### config.mk
export PLATFORM = sky130hd
export DESIGN_NAME = i2s_rx
export DESIGN_NICKNAME = d
export VERILOG_FILES = /design/src/rtl/i2s_rx.sv
export SDC_FILE = /design/constraint.sdc
export NUM_CORES = 1
export LEC_CHECK = 0
export ABC_AREA = 1
export ABC_CLOCK_PERIOD_IN_PS = 3800
export CORE_MARGIN = 8
export CORE_UTILIZATION = 57
export DETAILED_ROUTE_END_ITERATION = 10
export PLACE_DENSITY = 0.83
export SYNTH_ARGS = -nofsm -noshare
export SYNTH_HDL_FRONTEND = slang
export SYNTH_SLANG_ARGS = --single-unit
### constraint.sdc
create_clock -name clk_i -period 3.8 [get_ports clk_i]
set_input_delay 0.57 -clock clk_i [delete_from_list [all_inputs] [get_ports clk_i]]
set_output_delay 0.57 -clock clk_i [all_outputs]
set_load 0.1 [all_outputs]
### src/rtl/i2s_rx.sv
`default_nettype none
// ============================================================================
//  Module      : i2s_rx
//  Description : Standard-I2S receiver. Oversamples sck/ws/sd in the system
//                clock domain, deserializes left/right words MSB-first and
//                reports sticky framing errors and a completed-frame count.
//  Revision    : 1.0 - initial release
// ============================================================================
module i2s_rx #(
    parameter int AUDIO_DW = 8,
    parameter int FCNT_W   = 8
) (
    input  logic                clk_i,
    input  logic                rst_ni,
    input  logic                sck_i,
    input  logic                ws_i,
    input  logic                sd_i,
    input  logic                clr_err_i,
    output logic [AUDIO_DW-1:0] l_data_o,
    output logic [AUDIO_DW-1:0] r_data_o,
    output logic                l_valid_o,
    output logic                r_valid_o,
    output logic                frame_err_o,
    output logic [FCNT_W-1:0]   frame_cnt_o
);

    // Bit counter must hold 0 .. AUDIO_DW+1 (saturation point)
    localparam int c_CNT_W = $clog2(AUDIO_DW + 2);
    localparam logic [c_CNT_W-1:0] c_DW    = c_CNT_W'(AUDIO_DW);
    localparam logic [c_CNT_W-1:0] c_DW_M1 = c_CNT_W'(AUDIO_DW - 1);
    localparam logic [c_CNT_W-1:0] c_SAT   = c_CNT_W'(AUDIO_DW + 1);

    typedef enum logic [0:0] {
        S_HUNT = 1'b0,
        S_RECV = 1'b1
    } state_t;

    state_t                r_state;
    state_t                w_state_nxt;
    logic                  r_sck_s1, r_sck_s2, r_sck_s3;
    logic                  r_ws_s1, r_ws_s2;
    logic                  r_sd_s1, r_sd_s2;
    logic                  r_ws_prev;
    logic [AUDIO_DW-1:0]   r_shift;
    logic [c_CNT_W-1:0]    r_n;

    logic                  w_rise;
    logic                  w_ws_chg;
    logic                  w_n_lt;
    logic                  w_len_err;
    logic [c_CNT_W-1:0]    w_align;
    logic [AUDIO_DW-1:0]   w_full;
    logic [AUDIO_DW-1:0]   w_word;

    // Two-flop synchronizers for all inputs, extra sck stage for edge detect
    always_ff @(posedge clk_i) begin
        if (!rst_ni) begin
            r_sck_s1 <= 1'b0;
            r_sck_s2 <= 1'b0;
            r_sck_s3 <= 1'b0;
            r_ws_s1  <= 1'b0;
            r_ws_s2  <= 1'b0;
            r_sd_s1  <= 1'b0;
            r_sd_s2  <= 1'b0;
        end else begin
            r_sck_s1 <= sck_i;
            r_sck_s2 <= r_sck_s1;
            r_sck_s3 <= r_sck_s2;
            r_ws_s1  <= ws_i;
            r_ws_s2  <= r_ws_s1;
            r_sd_s1  <= sd_i;
            r_sd_s2  <= r_sd_s1;
        end
    end

    assign w_rise    = r_sck_s2 & ~r_sck_s3;
    assign w_ws_chg  = (r_ws_s2 != r_ws_prev);
    assign w_n_lt    = (r_n < c_DW);
    assign w_len_err = (r_n != c_DW_M1);

    // Word assembly: the boundary bit is appended only while the word still
    // has room; the result is then left-shifted so short words are MSB-aligned.
    always_comb begin
        w_full  = r_shift;
        w_align = '0;
        if (w_n_lt) begin
            w_full  = {r_shift[AUDIO_DW-2:0], r_sd_s2};
            w_align = c_DW_M1 - r_n;
        end
        w_word = w_full << w_align;
    end

    // State register
    always_ff @(posedge clk_i) begin
        if (!rst_ni) begin
            r_state <= S_HUNT;
        end else begin
            r_state <= w_state_nxt;
        end
    end

    // Next state: leave HUNT on the first ws transition seen at an sck rise
    always_comb begin
        w_state_nxt = r_state;
        if (w_rise && (r_state == S_HUNT) && w_ws_chg) begin
            w_state_nxt = S_RECV;
        end
    end

    // Deserializer, output registers and status (error set wins over clear)
    always_ff @(posedge clk_i) begin
        if (!rst_ni) begin
            r_ws_prev   <= 1'b0;
            r_shift     <= '0;
            r_n         <= '0;
            l_data_o    <= '0;
            r_data_o    <= '0;
            l_valid_o   <= 1'b0;
            r_valid_o   <= 1'b0;
            frame_err_o <= 1'b0;
            frame_cnt_o <= '0;
        end else begin
            l_valid_o <= 1'b0;
            r_valid_o <= 1'b0;
            if (clr_err_i) begin
                frame_err_o <= 1'b0;
            end
            if (w_rise) begin
                r_ws_prev <= r_ws_s2;
                if (r_state == S_HUNT) begin
                    r_shift <= '0;
                    r_n     <= '0;
                end else if (w_ws_chg) begin
                    if (r_ws_prev) begin
                        r_data_o    <= w_word;
                        r_valid_o   <= 1'b1;
                        frame_cnt_o <= frame_cnt_o + FCNT_W'(1);
                    end else begin
                        l_data_o  <= w_word;
                        l_valid_o <= 1'b1;
                    end
                    if (w_len_err) begin
                        frame_err_o <= 1'b1;
                    end
                    r_shift <= '0;
                    r_n     <= '0;
                end else begin
                    if (w_n_lt) begin
                        r_shift <= {r_shift[AUDIO_DW-2:0], r_sd_s2};
                    end
                    if (r_n != c_SAT) begin
                        r_n <= r_n + c_CNT_W'(1);
                    end
                end
            end
        end
    end

endmodule
`default_nettype wire

==> results.md, run 1 <==
- Final Setup Violations: 0
- Port Buf Inserts: 32
- Largest family of logic cells by synthesized area: simple AND/OR/NAND/NOR gates
- Leakage: 1.15 nW
- Post-Synth XOR/XNOR Area: 0.0196
- Worst-path maximum fanout: 6
- Post-DP Area: between 2000 and 3000 um^2
- CTS buffer count: 5
- # DRC: 0
- Number of global-route vias before repair: between 1.5k and 2k
- DR vias: between 2k and 2.5k
- Gate power share: 0.067
- DR vias/cell: roughly 5.1
- CP Data Required Time: 3.23 ns
- Sw Share: 0.235
- Core Util, Final: 0.725
- Crit path max-delay cell type: clkdlybuf4s50_1
- Final period util: 0.651
- Grt total ovfl: 0
- Initial antenna violation count: 0
- DRT antenna net count: 0
- CP bufs+invs: 1
- Fin cells: approximately 400
- Post-synthesis cell type count: 28
- TritonRoute pass-1 iters: 4
- Fin crit period: roughly 2.5 ns
- Power Internal: 0.732 mW
- H-tree Lvls: 2
- Core area: ~3700 um^2
- Placed Cells: just under 400
- Syn_nets: between 300 and 400
- Cells after Synth: approximately 320
- Arrival time worst endpoint: between 1.5 and 2 ns
- Setup TNS Final: 0 ns
- Hold Path Depth: 2
- Post-synthesis mux area share: 0
- Ant diodes: 0
- P per Cell Area: about 360 nW/um^2
- Least-Margin Pin Slew: ~1.2 ns
- Overall Global Routing Usage: 0.161
- Wirelength, routed: 4.85 mm
- Post-Syn Area: roughly 2200 um^2
- CP Cell Sequence: clkdlybuf4s50_1
- Share of cells above drive strength 1: 0.0562
- Setup CP Type: flip-flop to primary output
- HPWL after detailed placement: 3.41 mm
- Post-cts hold buffer count: 0
- Die Ht: 78.7 um
- Flop pwr share: 0.543
- Synthesized flop and latch total: 48
- # IOs: 33
- Clock power frac: 0.391
- Peak Freq: 404 MHz
- P_sw: around 0.22 mW
- Layout area overhead: 20.4%
- Cell family with most CP delay: buffers and inverters
- Slowest Stage Delay on Critical Path: about 1.2 ns
- Top cells by area, synth: dfxtp_1, nand2_1, nand3_1
- CP Depth: 1
- Synth Area in Simple Gates: 0.326
- Crit. End Element: primary output
- Routability cong.: ~0.83
- Sink Count: 48
- Starting Density: 0.602
- Complex-gate fraction of the synthesized area: 0.107
- Sequential share of the synthesized area: 0.430
- Clk buf depth: 2
- Die area: around 6200 um^2
- Adder-Cell Fraction of Synth Area: 0.0168
- Worst rel slew slack: 0.226
- Clk Latency, worst-skew pair: 0.31 ns
- Initial DRC count: around 180
- Largest net degree at the start of global routing: 30
- Setup crit start kind: flip-flop
- RSZ-0062 raised after global routing: false
- CTS tree: built
- Final net count: 364
- Yosys top cell by area: dfxtp_1
- Clock Skew: approximately 0.0098 ns
- Total power: between 0.9 and 1 mW
- Die X-Extent: 78.7 um
- Post-synth top area share: 0.430
- Clk pin slew, worst setup/hold paths: 0.09 ns
- HP Class: flip-flop to flip-flop
- Row cnt: 22
- Root buffer cell: clkbuf_8
- Max-Cap Viols: 0
- Postcts setup bufs: 0
- Fin area: 2690 um^2
- Outcome: finished clean
- Cells on worst reg2reg path: 5
- Slew Viols, Final: 0
- Post-detailed-route wirelength per cell: around 12 um
- Maximum vdd drop: a little over 300 uV
- First-pass GRT wire length: between 8 and 9 mm
- Resize count post-CTS: 0
- Hold Vio Cnt, Final: 0
- Synth warnings: 0
- Syn Area/Cell: about 7 um^2
-- cells by family (layout without fill, tap and decap cells) --
group / Yosys count / after routing
adder cells (fa/ha/maj): 3 / 3
AND/OR/NAND/NOR: 165 / 165
buffers and inverters: 55 / 88
AO/OA/AOI/OAI: 47 / 47
XOR/XNOR: 5 / 5
flip-flops: 48 / 48
-- through the flow --
stage	hold WS [ns]	setup slack (ns)
floorplan	0.390	1.96
global placement	0.395	1.67
detailed placement	0.399	1.66
CTS	0.421	1.32
global route	0.463	1.27
finish	0.422	1.33
-- routing by layer --
| metal | vias up | track usage | share of wire | routed length, um |
|---|---|---|---|---|
| li1 | 1098 | - | - | - |
| met1 | 913 | 0.197 | 0.46 | 2240 |
| met2 | 53 | 0.258 | 0.46 | 2240 |
| met3 | 7 | 0.0456 | 0.063 | 305 |
| met4 | 0 | 0.0685 | 0.014 | 67 |
| met5 | - | 0 | 0 | 0 |
-- sequential cells by signal (all words and copies together), names as in the netlist, 4 cells and up --
register     count
r_shift          8
r_n              4
r_data_o         8
l_data_o         8
frame_cnt_o      8
-- area by class of cell --
class | count | area [um^2]
clock inverters | 3 | 47.5
multi-input cells | 220 | 1050
clock buffers | 5 | 68.8
repair buffers | 33 | 328
fillers | 314 | 1020
flip-flops and latches | 48 | 961
well taps | 48 | 60.1
inverters | 47 | 178
-- synthesized netlist by cell type (all sizes together) --
library cell	n
nor3	2
o211ai	1
ha	3
xnor2	2
nand3b	1
nor2	23
a211oi	1
nand2	90
buf	4
xor2	3
nor3b	1
inv	44
clkbuf	4
nand4	2
dfxtp	48
a21oi	28
nor4	1
o21ai	17
clkinv	3
nand3	45
-- final timing paths --
kind / start / slack [ns] / endpoint
setup / recovery: frame_cnt_o[2]$_SDFFE_PN0P_ / 1.33 / frame_cnt_o[2]
hold / removal: r_ws_s1$_SDFF_PN0_ / 0.42 / r_ws_s2$_SDFF_PN0_
setup reg to reg: r_state$_SDFFE_PN0P_ / 1.89 / r_data_o[5]$_SDFFE_PN0P_
hold reg to reg: r_ws_s1$_SDFF_PN0_ / 0.42 / r_ws_s2$_SDFF_PN0_
-- placed cells by master (no fill, tap or decap), types with 2 or more instances in the layout --
master / count
a21oi_1: 28
inv_2: 2
nand2_1: 87
dfxtp_1: 48
clkbuf_8: 5
xnor2_1: 2
nor2_1: 20
xor2_1: 3
nor2_2: 3
nand4_1: 2
clkinv_1: 2
clkinv_4: 2
nand3_1: 44
clkdlybuf4s50_1: 32
ha_1: 3
o21ai_0: 16
inv_1: 42
nor3_1: 2
nand2_2: 3
-- power by group through the flow --
stage	Clock [mW]	Sequential, mW	Combinational (mW)
5_1_grt	0.405	0.521	0.0731
6_report	0.374	0.519	0.0639
3_3_place_gp	0	0.531	0.0617
2_1_floorplan	0	0.530	0.0464
4_1_cts	0.384	0.519	0.0636
3_5_place_dp	0	0.531	0.0633
No activity file was read; power rests on OpenSTA's default activity.
==> inputs of run 2 (changes only) <==
Settings changed: ABC_CLOCK_PERIOD_IN_PS 3800 to 2500, CORE_UTILIZATION 57 to 53, PLACE_DENSITY 0.83 to 0.78.
Clock period 3.8 ns to 2.5 ns, I/O delays scaled along.
==> run 2 against run 1 <==
Against the previous run: setup slack worse by 0.63 ns; final cell count up 0.74%; critical endpoint is now r_data_o[5]$_SDFFE_PN0P_; power up 54%; first-iteration DRC count down 15%; clock skew down 0.0047 ns; sequential power up 52%; critical path depth up 8.
==> results.md, run 2 (synthesized netlist as in run 1, its figures left out) <==
- CTS tree: built (unchanged)
- Core area: 4030 um^2 (was 3720 um^2)
- Initial antenna violation count: 0 (unchanged)
- Worst-path maximum fanout: 16 (was 6)
- Outcome: finished clean (unchanged)
- Row cnt: 23 (was 22)
- Arrival time worst endpoint: 2.01 ns (was 1.90 ns)
- Slew Viols, Final: 0 (unchanged)
- Crit path max-delay cell type: dfxtp_1 (was clkdlybuf4s50_1)
- Most frequent cells in the layout: nand2_1, dfxtp_1, nand3_1, inv_1, buf_4 (was nand2_1, dfxtp_1, nand3_1, inv_1, clkdlybuf4s50_1)
- Commonest non-fill, non-tap cell in the layout: nand2_1 (unchanged)
- HPWL after detailed placement: 3.41 mm (about the same)
- CP Cell Sequence: inv_2 -> nand2_2 -> nand3_1 -> nand3_1 -> nand2_1 -> nand2_1 -> nand3_1 -> nand2_1 -> inv_1 (was clkdlybuf4s50_1)
- Clk Latency, worst-skew pair: 0.30 ns (was 0.31 ns)
- Worst r2r src: r_n[3]$_SDFFE_PN0P_ (was r_state$_SDFFE_PN0P_)
- Gr busiest metal: met2 (unchanged)
- Post-detailed-route wirelength per cell: 11.9 um (was 12.0 um)
- TritonRoute pass-1 iters: 4 (unchanged)
- Hold WS: 0.419 ns (was 0.422 ns)
- Worst setup path startpoint: r_n[3]$_SDFFE_PN0P_ (was frame_cnt_o[2]$_SDFFE_PN0P_)
- Cell family with most CP delay: simple AND/OR/NAND/NOR gates (was buffers and inverters)
- Initial DRC count: 156 (was 184)
- RSZ-0062 raised after global routing: false (unchanged)
- Setup CP Type: flip-flop to flip-flop (was flip-flop to primary output)
- Largest net degree at the start of global routing: 28 (was 30)
- Clk buf depth: 2 (unchanged)
- HP Class: flip-flop to flip-flop (unchanged)
- Die area: 6560 um^2 (was 6190 um^2)
- Least-Margin Pin Slew: 0.598 ns (was 1.15 ns)
- Placed Cells: 399 (was 396)
- GR Layer Usage met1: 0.198 (was 0.197)
- Routability cong.: 0.852 (was 0.833)
- Min-delay src: r_sck_s1$_SDFF_PN0_ (was r_ws_s1$_SDFF_PN0_)
- CP Data Required Time: 2.71 ns (was 3.23 ns)
- Hold Vio Cnt, Final: 0 (unchanged)
- Clk pin slew, worst setup/hold paths: 0.09 ns (about the same)
- Ant diodes: 0 (unchanged)
- Leakage: 1.22 nW (was 1.15 nW)
- Port Buf Inserts: 32 (unchanged)
- Slowest Stage Delay on Critical Path: 0.71 ns (was 1.17 ns)
- Clock Skew: 0.00507 ns (was 0.00978 ns)
- DR vias: 2060 (was 2071)
- DRT antenna net count: 0 (unchanged)
- Final net count: 365 (was 364)
- First-pass GRT wire length: 8.32 mm (was 8.21 mm)
- Sink Count: 48 (unchanged)
- Fin cells: 407 (was 404)
- Post-cts hold buffer count: 0 (unchanged)
- Core Util, Final: 0.655 (was 0.725)
- Overall Global Routing Usage: 0.159 (was 0.161)
- Maximum vdd drop: 320 uV (was 307 uV)
- Resize count post-CTS: 0 (unchanged)
- Setup TNS Final: 0 ns (unchanged)
- DR vias/cell: 5.06 (was 5.13)
- Fin crit period: approximately 1.8 ns
- Peak Freq: about 550 MHz
- Die X-Extent: 81.0 um (was 78.7 um)
- Wirelength, routed: 4.85 mm (about the same)
- Met2 global-route usage: 0.256 (was 0.258)
- Root buffer cell: clkbuf_8 (unchanged)
- Worst rel slew slack: 0.601 (was 0.226)
- Setup crit start kind: flip-flop (unchanged)
- CTS buffer count: 5 (unchanged)
- Grt total ovfl: 0 (unchanged)
- Number of global-route vias before repair: 1835 (was 1837)
- CP bufs+invs: 2 (was 1)
- Die Ht: 81.0 um (was 78.7 um)
- Share of cells above drive strength 1: 0.134 (was 0.0562)
- Max-Cap Viols: 0 (unchanged)
- H-tree Lvls: 2 (unchanged)
- Layout area overhead: 18.0% (was 20.4%)
- Grt met3 use: 0.0442 (was 0.0456)
- Starting Density: 0.555 (was 0.602)
- # IOs: 33 (unchanged)
- Postcts setup bufs: 0 (unchanged)
- P per Cell Area: 560 nW/um^2 (was 356 nW/um^2)
- Final period util: 0.722
- Final Setup Violations: 0 (unchanged)
- Crit. End Element: flip-flop (was primary output)
- # DRC: 0 (unchanged)
## run 2: changes by cell type in the layout (fill, tap and decap cells not counted)
cell / before / now
buf_4: 1 / 29
clkdlybuf4s50_1: 32 / 5
clkinv_4: 2 / 1
clkbuf_8: 5 / 6
## run 2: routing by layer
metal,wire length [um],part of all wire
met5,0,0
met4,65,0.013
met3,228,0.047
met2,2260,0.46
met1,2300,0.47
## run 2: through the flow
stage | cell area, um^2 | power, mW | setup WS (ns)
floorplan | 2240 | 0.877 | 0.659
global placement | 2520 | 0.901 | 0.692
detailed placement | 2520 | 0.902 | 0.629
CTS | 2640 | 1.49 | 0.681
global route | 2640 | 1.54 | 0.486
finish | 2640 | 1.48 | 0.694
## run 2: worst min-delay path, cell delays in order (launching register included)
cell	delay, ns
dfxtp_1	0.31
nand2_1	0.05
inv_1	0.04
## run 2: where the power goes
| part | internal, mW | total (mW) | switching, mW | leakage [nW] |
|---|---|---|---|---|
| registers | 0.778 | 0.790 | 0.0116 | 0.389 |
| logic | 0.0341 | 0.0961 | 0.0619 | 0.769 |
| clock network | 0.327 | 0.593 | 0.266 | 0.0614 |
## run 2: area by class of cell
| class | instances | area, um^2 |
|---|---|---|
| Clock buffer | 6 | 82.6 |
| Clock inverter | 2 | 38.8 |
| Fill cell | 386 | 1390 |
| Inverter | 47 | 178 |
| Multi-Input combinational cell | 220 | 1050 |
| Sequential cell | 48 | 961 |
| Tap cell | 50 | 62.6 |
| Timing Repair Buffer | 34 | 268 |
## run 2: worst paths after layout
kind / endpoint / slack [ns] / depth (start not counted)
max reg2reg: r_data_o[5]$_SDFFE_PN0P_ / 0.69 / 9
max: r_data_o[5]$_SDFFE_PN0P_ / 0.69 / 9
min: r_sck_s2$_SDFF_PN0_ / 0.42 / 2
min reg2reg: r_sck_s2$_SDFF_PN0_ / 0.42 / 2
==> inputs of run 3 (changes only) <==
Settings changed: ABC_CLOCK_PERIOD_IN_PS 2500 to 1700.
Clock period 2.5 ns to 1.7 ns, I/O delays scaled along.
==> run 3 against run 2 <==
Against the previous run: setup slack got worse by 0.57 ns; clock power rose by 37%; largest cell class unchanged; die area is the same; final cell count up 0.98%; combinational power increased by 59%; critical endpoint is now r_data_o[6]$_SDFFE_PN0P_.
==> results.md, run 3 (synthesized netlist as in run 1, its figures left out) <==
- Overall Global Routing Usage: 0.175 (was 0.159)
- Final Setup Violations: 0 (unchanged)
- Leakage: 1.31 nW (was 1.22 nW)
- First-pass GRT wire length: 9.11 mm (was 8.32 mm)
- Least-Margin Pin Slew: 0.447 ns (was 0.598 ns)
- Share of cells above drive strength 1: 0.155 (was 0.134)
- Initial DRC count: 154 (was 156)
- Root buffer cell: clkbuf_8 (unchanged)
- # DRC: 0 (unchanged)
- Post-cts hold buffer count: 0 (unchanged)
- DRT antenna net count: 0 (unchanged)
- Clock Skew: 0.00863 ns (was 0.00507 ns)
- Setup CP Type: flip-flop to flip-flop (unchanged)
- Setup crit start kind: flip-flop (unchanged)
- Crit. End Element: flip-flop (unchanged)
- Layout area overhead: 34.1% (was 18.0%)
- Slew Viols, Final: 0 (unchanged)
- Row cnt: 23 (unchanged)
- Die area: 6560 um^2 (unchanged)
- Setup ws final: 0.122 ns (was 0.694 ns)
- Total power: 2.13 mW (was 1.48 mW)
- Arrival time worst endpoint: 1.77 ns (was 2.01 ns)
- Number of global-route vias before repair: 1969 (was 1835)
- # IOs: 33 (unchanged)
- Clock power frac: 0.382 (was 0.401)
- Most frequent cells in the layout: nand2_1, nand3_1, dfxtp_1, inv_1, a21oi_1 (was nand2_1, dfxtp_1, nand3_1, inv_1, buf_4)
- DR vias/cell: 5.21 (was 5.06)
- Fill cell count: 305 (was 386)
- Hold Vio Cnt, Final: 0 (unchanged)
- Die Ht: 81.0 um (unchanged)
- Resize count post-CTS: 0 (unchanged)
- Setup TNS Final: 0 ns (unchanged)
- Largest net degree at the start of global routing: 26 (was 28)
- Clk Latency, worst-skew pair: 0.30 ns (about the same)
- Commonest non-fill, non-tap cell in the layout: nand2_1 (unchanged)
- Gate power share: 0.072 (was 0.065)
- Port Buf Inserts: 32 (unchanged)
- DR vias: 2142 (was 2060)
- Routability cong.: 0.855 (was 0.852)
- H-tree Lvls: 2 (unchanged)
- P_sw: 0.492 mW (was 0.339 mW)
- Outcome: finished clean (unchanged)
- Worst-path maximum fanout: 10 (was 16)
- Postcts setup bufs: 0 (unchanged)
- Core area: 4030 um^2 (unchanged)
- CTS tree: built (unchanged)
- HPWL after detailed placement: 4.03 mm (was 3.41 mm)
- P per Cell Area: 709 nW/um^2 (was 560 nW/um^2)
- Starting Density: 0.555 (unchanged)
- Initial antenna violation count: 0 (unchanged)
- CTS buffer count: 5 (unchanged)
- Grt total ovfl: 0 (unchanged)
- CP Data Required Time: 1.89 ns (was 2.71 ns)
- Clk pin slew, worst setup/hold paths: 0.09 ns (about the same)
- TritonRoute pass-1 iters: 4 (unchanged)
- Ant diodes: 0 (unchanged)
- Sink Count: 48 (unchanged)
- Flop pwr share: 0.546 (was 0.534)
- Wirelength, routed: 5.44 mm (was 4.85 mm)
- Max-Cap Viols: 0 (unchanged)
- Worst rel slew slack: 0.701 (was 0.601)
- Final period util: 0.929 (was 0.722)
- HP Class: flip-flop to flip-flop (unchanged)
- Sw Share: 0.231 (was 0.229)
- Fin crit period: 1.58 ns (was 1.81 ns)
- Power Internal: 1.64 mW (was 1.14 mW)
- Clk buf depth: 2 (unchanged)
- Place WS: 0.142 ns (was 0.629 ns)
- RSZ-0062 raised after global routing: false (unchanged)
- Peak Freq: 634 MHz (was 554 MHz)
- Multi-input gate area: 1050 um^2 (unchanged)
- Die X-Extent: 81.0 um (unchanged)
- Reg area: 967 um^2 (was 961 um^2)
- Final net count: 369 (was 365)
- Maximum vdd drop: 548 uV (was 320 uV)
- Post-detailed-route wirelength per cell: 13.2 um (was 11.9 um)
==> run 3: final timing paths <==
check	start	endpoint	slack (ns)	cells after the start
max	r_n[3]$_SDFFE_PN0P_	r_data_o[6]$_SDFFE_PN0P_	0.12	7
min	r_sd_s1$_SDFF_PN0_	r_sd_s2$_SDFF_PN0_	0.43	2
max reg2reg	r_n[3]$_SDFFE_PN0P_	r_data_o[6]$_SDFFE_PN0P_	0.12	7
min reg2reg	r_sd_s1$_SDFF_PN0_	r_sd_s2$_SDFF_PN0_	0.43	2
==> run 3: per-layer routing <==
metal	track usage	up-vias	routed length, um
met5	0	-	0
met4	0.0625	0	64
met3	0.0508	5	370
met2	0.297	76	2640
met1	0.204	962	2360
li1	-	1099	-
==> run 3: worst max-delay path, cell delays in order (launching register included) <==
cell	delay [ns]
dfxtp_1	0.53
inv_2	0.16
nand2_2	0.21
nand3_1	0.15
nand3_1	0.13
nand3_1	0.07
nand2_1	0.13
a21oi_1	0.08
==> run 3: layout make-up <==
class | count | share of cell area
clock buffer | 6 | 0.0242
clock inverter | 2 | 0.0117
inverter | 47 | 0.0592
multi-input combinational | 220 | 0.350
sequential | 48 | 0.322
tap | 50 | 0.0209
timing repair buffer | 38 | 0.212
==> run 3: through the flow <==
stage	std cells	util	hold WS [ns]	area [um^2]
after floorplan	323	-	0.353	2240
after global placement	403	0.718	0.394	2890
after detailed placement	403	0.718	0.408	2890
after CTS	411	0.745	0.429	3000
after global routing	411	0.745	0.451	3000
final	411	0.745	0.425	3000
==> run 3: power by group through the flow <==
stage,sequential (mW),combinational (mW),clock [mW]
after floorplan,1.19,0.104,0
after global placement,1.19,0.146,0
after detailed placement,1.19,0.150,0
after CTS,1.16,0.151,0.832
after global routing,1.17,0.171,0.881
final,1.16,0.153,0.814
